[src/rtl/cla_mult_seq.sv]
// Shift-and-add multiplier sequencer that drives one shared, purely combinational CLA.
// Define EARLY_TERM_EN to end RUN as soon as the remaining multiplier bits are all zero.
module cla_mult_seq #(
    parameter int N_BITS = 8
) (
    input  logic                  clk,
    input  logic                  rst,
    input  logic                  start,
    input  logic                  signed_op,
    input  logic [N_BITS-1:0]     mcand,
    input  logic [N_BITS-1:0]     mplier,
    output logic [2*N_BITS-1:0]   cla_A,
    output logic [2*N_BITS-1:0]   cla_B,
    output logic                  cla_sub,
    input  logic [2*N_BITS-1:0]   cla_Sum,
    output logic                  busy,
    output logic                  done,
    output logic [2*N_BITS-1:0]   product
);

    localparam int PW = 2 * N_BITS;
    localparam int CW = (N_BITS > 1) ? $clog2(N_BITS) : 1;
    localparam logic [CW-1:0] LAST_STEP = CW'(N_BITS - 1);

    typedef enum logic [1:0] {
        IDLE,
        RUN,
        DONE
    } state_t;

    state_t            state;
    state_t            state_next;
    logic [PW-1:0]     acc;
    logic [PW-1:0]     acc_next;
    logic [PW-1:0]     mc_sh;
    logic [PW-1:0]     mc_ext;
    logic [N_BITS-1:0] mp_sh;
    logic [N_BITS-1:0] mp_next;
    logic [CW-1:0]     count;
    logic              signed_q;
    logic              last_step;

    assign mc_ext   = signed_op ? {{N_BITS{mcand[N_BITS-1]}}, mcand}
                                : {{N_BITS{1'b0}}, mcand};
    assign mp_next  = mp_sh >> 1;
    assign acc_next = mp_sh[0] ? cla_Sum : acc;

    // A signed negative multiplier keeps its MSB set, so early exit never skips the subtract step.
`ifdef EARLY_TERM_EN
    assign last_step = (count == LAST_STEP) || (mp_next == '0);
`else
    assign last_step = (count == LAST_STEP);
`endif

    always_ff @(posedge clk or posedge rst) begin
        if (rst) begin
            state <= IDLE;
        end else begin
            state <= state_next;
        end
    end

    always_comb begin
        state_next = state;
        case (state)
            IDLE:    if (start) state_next = RUN;
            RUN:     if (last_step) state_next = DONE;
            DONE:    state_next = IDLE;
            default: state_next = IDLE;
        endcase
    end

    // CLA inputs are forced to zero outside RUN so the shared adder sees a quiet input.
    always_comb begin
        busy    = 1'b0;
        done    = 1'b0;
        cla_A   = '0;
        cla_B   = '0;
        cla_sub = 1'b0;
        case (state)
            RUN: begin
                busy    = 1'b1;
                cla_A   = acc;
                cla_B   = mc_sh;
                cla_sub = signed_q && (count == LAST_STEP) && mp_sh[0];
            end
            DONE: begin
                busy = 1'b1;
                done = 1'b1;
            end
            default: ;
        endcase
    end

    always_ff @(posedge clk or posedge rst) begin
        if (rst) begin
            acc      <= '0;
            mc_sh    <= '0;
            mp_sh    <= '0;
            count    <= '0;
            signed_q <= 1'b0;
            product  <= '0;
        end else begin
            case (state)
                IDLE: begin
                    if (start) begin
                        acc      <= '0;
                        mc_sh    <= mc_ext;
                        mp_sh    <= mplier;
                        count    <= '0;
                        signed_q <= signed_op;
                    end
                end
                RUN: begin
                    acc   <= acc_next;
                    mc_sh <= mc_sh << 1;
                    mp_sh <= mp_next;
                    count <= count + 1'b1;
                    // Capture the final accumulator on the edge that enters DONE.
                    if (last_step) begin
                        product <= acc_next;
                    end
                end
                default: ;
            endcase
        end
    end

endmodule

[config.mk]
export PLATFORM = sky130hd
export DESIGN_NAME = cla_mult_seq
export DESIGN_NICKNAME = d
export VERILOG_FILES = /design/src/rtl/cla_mult_seq.sv
export SDC_FILE = /design/constraint.sdc
export NUM_CORES = 1
export LEC_CHECK = 0
export CORE_MARGIN = 2
export CORE_UTILIZATION = 47
export DETAILED_ROUTE_END_ITERATION = 10
export HOLD_SLACK_MARGIN = 0.08
export PLACE_DENSITY = 0.8
export SYNTH_ARGS = -nofsm -noshare
export SYNTH_HDL_FRONTEND = slang
export SYNTH_SLANG_ARGS = --single-unit
[constraint.sdc]
create_clock -name clk -period 2.67 [get_ports clk]
set_input_delay 0.6675 -clock clk [delete_from_list [all_inputs] [get_ports clk]]
set_output_delay 0.6675 -clock clk [all_outputs]
set_load 0.1 [all_outputs]
**Yosys cells after proc, flatten, opt, wreduce, memory -nomap -nowiden**

Index checks and enable logic that the tools add are counted.

- Bits of input ports: 36
- Flip-flop bits (word level): 62
- Output and inout bits: 51

- Add/sub/neg operators: 1
- Multiplexer cells: 18
- Reductions and logical operators: 9
- Eq/ne operators: 5

Operator list:

| operator | number |
|---|---|
| $mux W16 | 6 |
| $pmux W16 S2 | 2 |
| $pmux W8 S2 | 1 |
| $mux W8 | 1 |
| $reduce_and A2 Y1 | 4 |
| $pmux W3 S2 | 1 |
| $mux W2 | 2 |
| $ne A2 B2 Y1 const B | 2 |
| $pmux W2 S2 | 1 |
| $add A3 B1 Y3 const B | 1 |
| $eq A3 B3 Y1 const B | 1 |
| $mux W1 | 3 |
| $mux W3 | 1 |
| $eq A2 B1 Y1 const B | 1 |
| $eq A2 B2 Y1 const B | 1 |
| $logic_and A1 B1 Y1 | 2 |
| $logic_not A2 Y1 | 1 |
| $reduce_bool A2 Y1 | 1 |
| $reduce_or A2 Y1 | 1 |

**Logic depth before layout (Yosys ltp)**

- Word-level depth: 4
- Mapped depth: 8
- Depth with buffers taken out: 5

**Worst setup path after synthesis**

Ideal clock, no wire load.

- Path type: reg2out
- Start point: register state[1]
- End point: output port cla_A[10]
- Setup slack: 0.009 ns
- Arrival time: 1.994 ns
- Stages on the path, launching flop included: 7
- Data required time: 2.003 ns
- Path buffers: 3
- Cells stage by stage: dfrtp_1 inv_1 ha_1 buf_2 buf_4 clkbuf_1 and2_1

- Cells in the longest elaborated chain, start to end: 2

RTL lines:

| item | line | text |
|---|---|---|
| start, declared | 31 | `state_t state;` |
| start signal, assigned | 59 | `state <= state_next;` |
| $eq A2 B1 Y1 | 80 | `case (state)` |
| $mux W16 | 80 |  |
| end, declared | 12 | `output logic [2*N_BITS-1:0] cla_A,` |

Every way passes these cells.

**Final worst setup path**

- Start point: register state[1]
- End point: output port cla_B[1]

- Cells in the longest elaborated chain, start to end: 2

RTL lines:

| item | line | text |
|---|---|---|
| $eq A2 B1 Y1 | 80 |  |
| $mux W16 | 80 |  |
| end, declared | 13 | `output logic [2*N_BITS-1:0] cla_B,` |

Every way passes these cells.

==> run metrics <==
Post-CTS Resized=0; commonest cells in the synthesized netlist=dfrtp_1 (62), a21oi_1 (35), nand2_1 (26), and2_1 (25), mux2i_1 (25); Ys Warns=0; num ports=between 80 and 90; Post-Synthesis Cells=approximately 290; Req. time, crit path=2.00 ns; Num CTS Buffers=9; clock-pin slew on the worst setup and hold paths=0.07 ns; R2R Path Start=state[1]; CP startpoint=state[1]; Synth Cell Area=2940 sq um; R2R depth=6; number of synthesized flops with an enable pin=0; Rel. slew slack=0.625; hold crit path type=reg -> reg; starting density of the core=0.490; final period utilization=0.924; sequential area share after synthesis=0.529; antenna-violating nets left=0; RSZ-0062 raised after global routing=no; Placer Congestion=between 0.7 and 0.8; first-pass GRT wire length=between 10,000 and 15,000 microns; worst setup path class=reg -> out; Worst setup EP type=output port; min-delay src=mc_sh[4]; max frequency=around 0.4 GHz; worst reg2reg setup slack=approximately 0.76 ns; worst skew pair latency=approximately 0.34 ns; Setup TNS=0 ns; grt ovf=0; Slew Limit Fails=0; worst slew pin tran=about 0.56 ns; total core area=roughly 6000 sq um; Final Hold Fails=0; clk buf depth=2; via density per instance=about 5.3; initial antenna violation count=0; Root Buffer=clkbuf_8; Max-Cap Viols=0; Setup Viol. Count Final=0; worst-case clock skew=0.0113 ns; Hold Crit Depth=2; antenna cells=0; die area=between 6000 and 7000 sq um; synth unique cells=30; crit path DAT=approximately 1.8 ns; via count=about 2.4k; total routed wirelength=just under 7000 microns; Post-Syn Nets=326; Die W=83.0 microns; clock sinks=62; Layout area overhead=46.6%; FP Rows=28; RR Endpoint=acc[5]; worst-path cell chain=inv_1 -> ha_2 -> buf_4 -> and2_1 -> buf_12; CTS tree=done; Seq cells post-synth=between 60 and 70; number of DRC markers in iteration 0=98; CP max-delay cell=dfrtp_1; hold buffer count at cts=0; Die Y=83.0 microns; drc violations=0; status=finished, final reports clean; # port buffers=86; First-pass DRT Iterations=4; Total Routing Usage GR=0.208; layout cells sized above 1=0.225; Synth area leaders=dfrtp_1 (53%), mux2i_1 (8.5%), a21oi_1 (6.0%); count leader, synth=dfrtp_1; postcts setup bufs=0; ys async rst share=1.00; Crit path largest cell delay=0.40 ns; area leader, netlist=dfrtp_1; nets=roughly 400; CTS HTree Levels=3; top-area cell type share of the netlist area=0.529; vias in the first global route=between 2k and 2.5k; dpl hpwl=~5000 microns; DR WL/cell=roughly 15 microns; Hold Path Sink=mc_sh[4]; final worst slack=between 0.2 and 0.25 ns; commonest register cell after synthesis=dfrtp_1; largest net degree at the start of global routing=37; crit path max fanout=36; pre-CTS WS=around 0.51 ns; min Tclk post-route=2.47 ns; Synth Area per Inst=approximately 10 sq um; CP Launch Type=flop
==> registers in the layout, indices dropped and copies added, names as in the netlist <==
register	flops
acc	16
mc_sh	16
product	16
mp_sh	8
count	3
state	2
signed_q	1
==> how the worst max path moves through the flow <==
stage / to / slack (ns) / depth (start not counted)
after CTS: cla_B[1] / 0.20 / 5
final: cla_B[1] / 0.20 / 5
after global placement: mc_sh[8] / 0.56 / 4
after floorplan: cla_A[10] / 0.009 / 6
after detailed placement: acc[14] / 0.51 / 4
after global routing: cla_B[10] / 0.10 / 6
==> stage by stage <==
step / hold slack [ns] / utilization / instances / instance area [sq um]
after CTS: 0.478 / 0.718 / 449 / 4300
final: 0.473 / 0.718 / 449 / 4300
after floorplan: 0.442 / - / 285 / 2940
after global placement: 0.456 / 0.687 / 434 / 4120
after detailed placement: 0.462 / 0.687 / 434 / 4120
after global routing: 0.492 / 0.718 / 449 / 4300
==> cell families (layout without fill, tap and decap cells) <==
logic type               count (synthesis)  after routing  share of synthesized area
AO/OA/AOI/OAI                           74             74                      0.157
multiplexers                            27             27                     0.0942
flip-flops                              62             62                      0.529
adder cells (fa/ha/maj)                  5              5                     0.0213
buffers and inverters                   34            123                     0.0610
AND/OR/NAND/NOR                         83             83                      0.138
==> cells in the final DEF (no fill, tap or decap), types with 4 or more instances in the layout <==
| master | netlist | final |
|---|---|---|
| o21ai_1 | 13 | 13 |
| buf_12 | 0 | 33 |
| clkinv_2 | 0 | 4 |
| ha_1 | 5 | 4 |
| and2_1 | 25 | 25 |
| nor2_1 | 24 | 24 |
| dfrtp_1 | 62 | 62 |
| nand2_1 | 26 | 26 |
| clkdlybuf4s50_1 | 0 | 35 |
| a22o_1 | 16 | 16 |
| inv_1 | 13 | 12 |
| clkbuf_8 | 0 | 10 |
| a21oi_1 | 35 | 35 |
| buf_4 | 2 | 26 |
| mux2i_1 | 25 | 24 |
==> worst max-delay path, delay by kind of cell, from the launching register on <==
kind	cells	cell delay, ns
adder cells (fa/ha/maj)	1	0.18
buffers and inverters	3	0.61
flip-flops	1	0.40
AND/OR/NAND/NOR	1	0.28
==> routing by layer <==
layer,track usage,part of all wire
met1,0.268,0.44
met2,0.337,0.49
met3,0.0696,0.066
met4,0.0581,0.0096
met5,0,0
==> area by class of cell <==
cell class              count  area (sq um)
multi-input cells         189          1210
repair buffers             94          1210
clock buffers              10           138
inverters                  14          52.6
fillers                   441          1690
clock inverters             5          50.0
well taps                  75          93.8
flip-flops and latches     62          1550
Power is left out: the tool's default activity adds up to more than one toggle a clock period on the data nets, which glitch-free logic cannot reach.
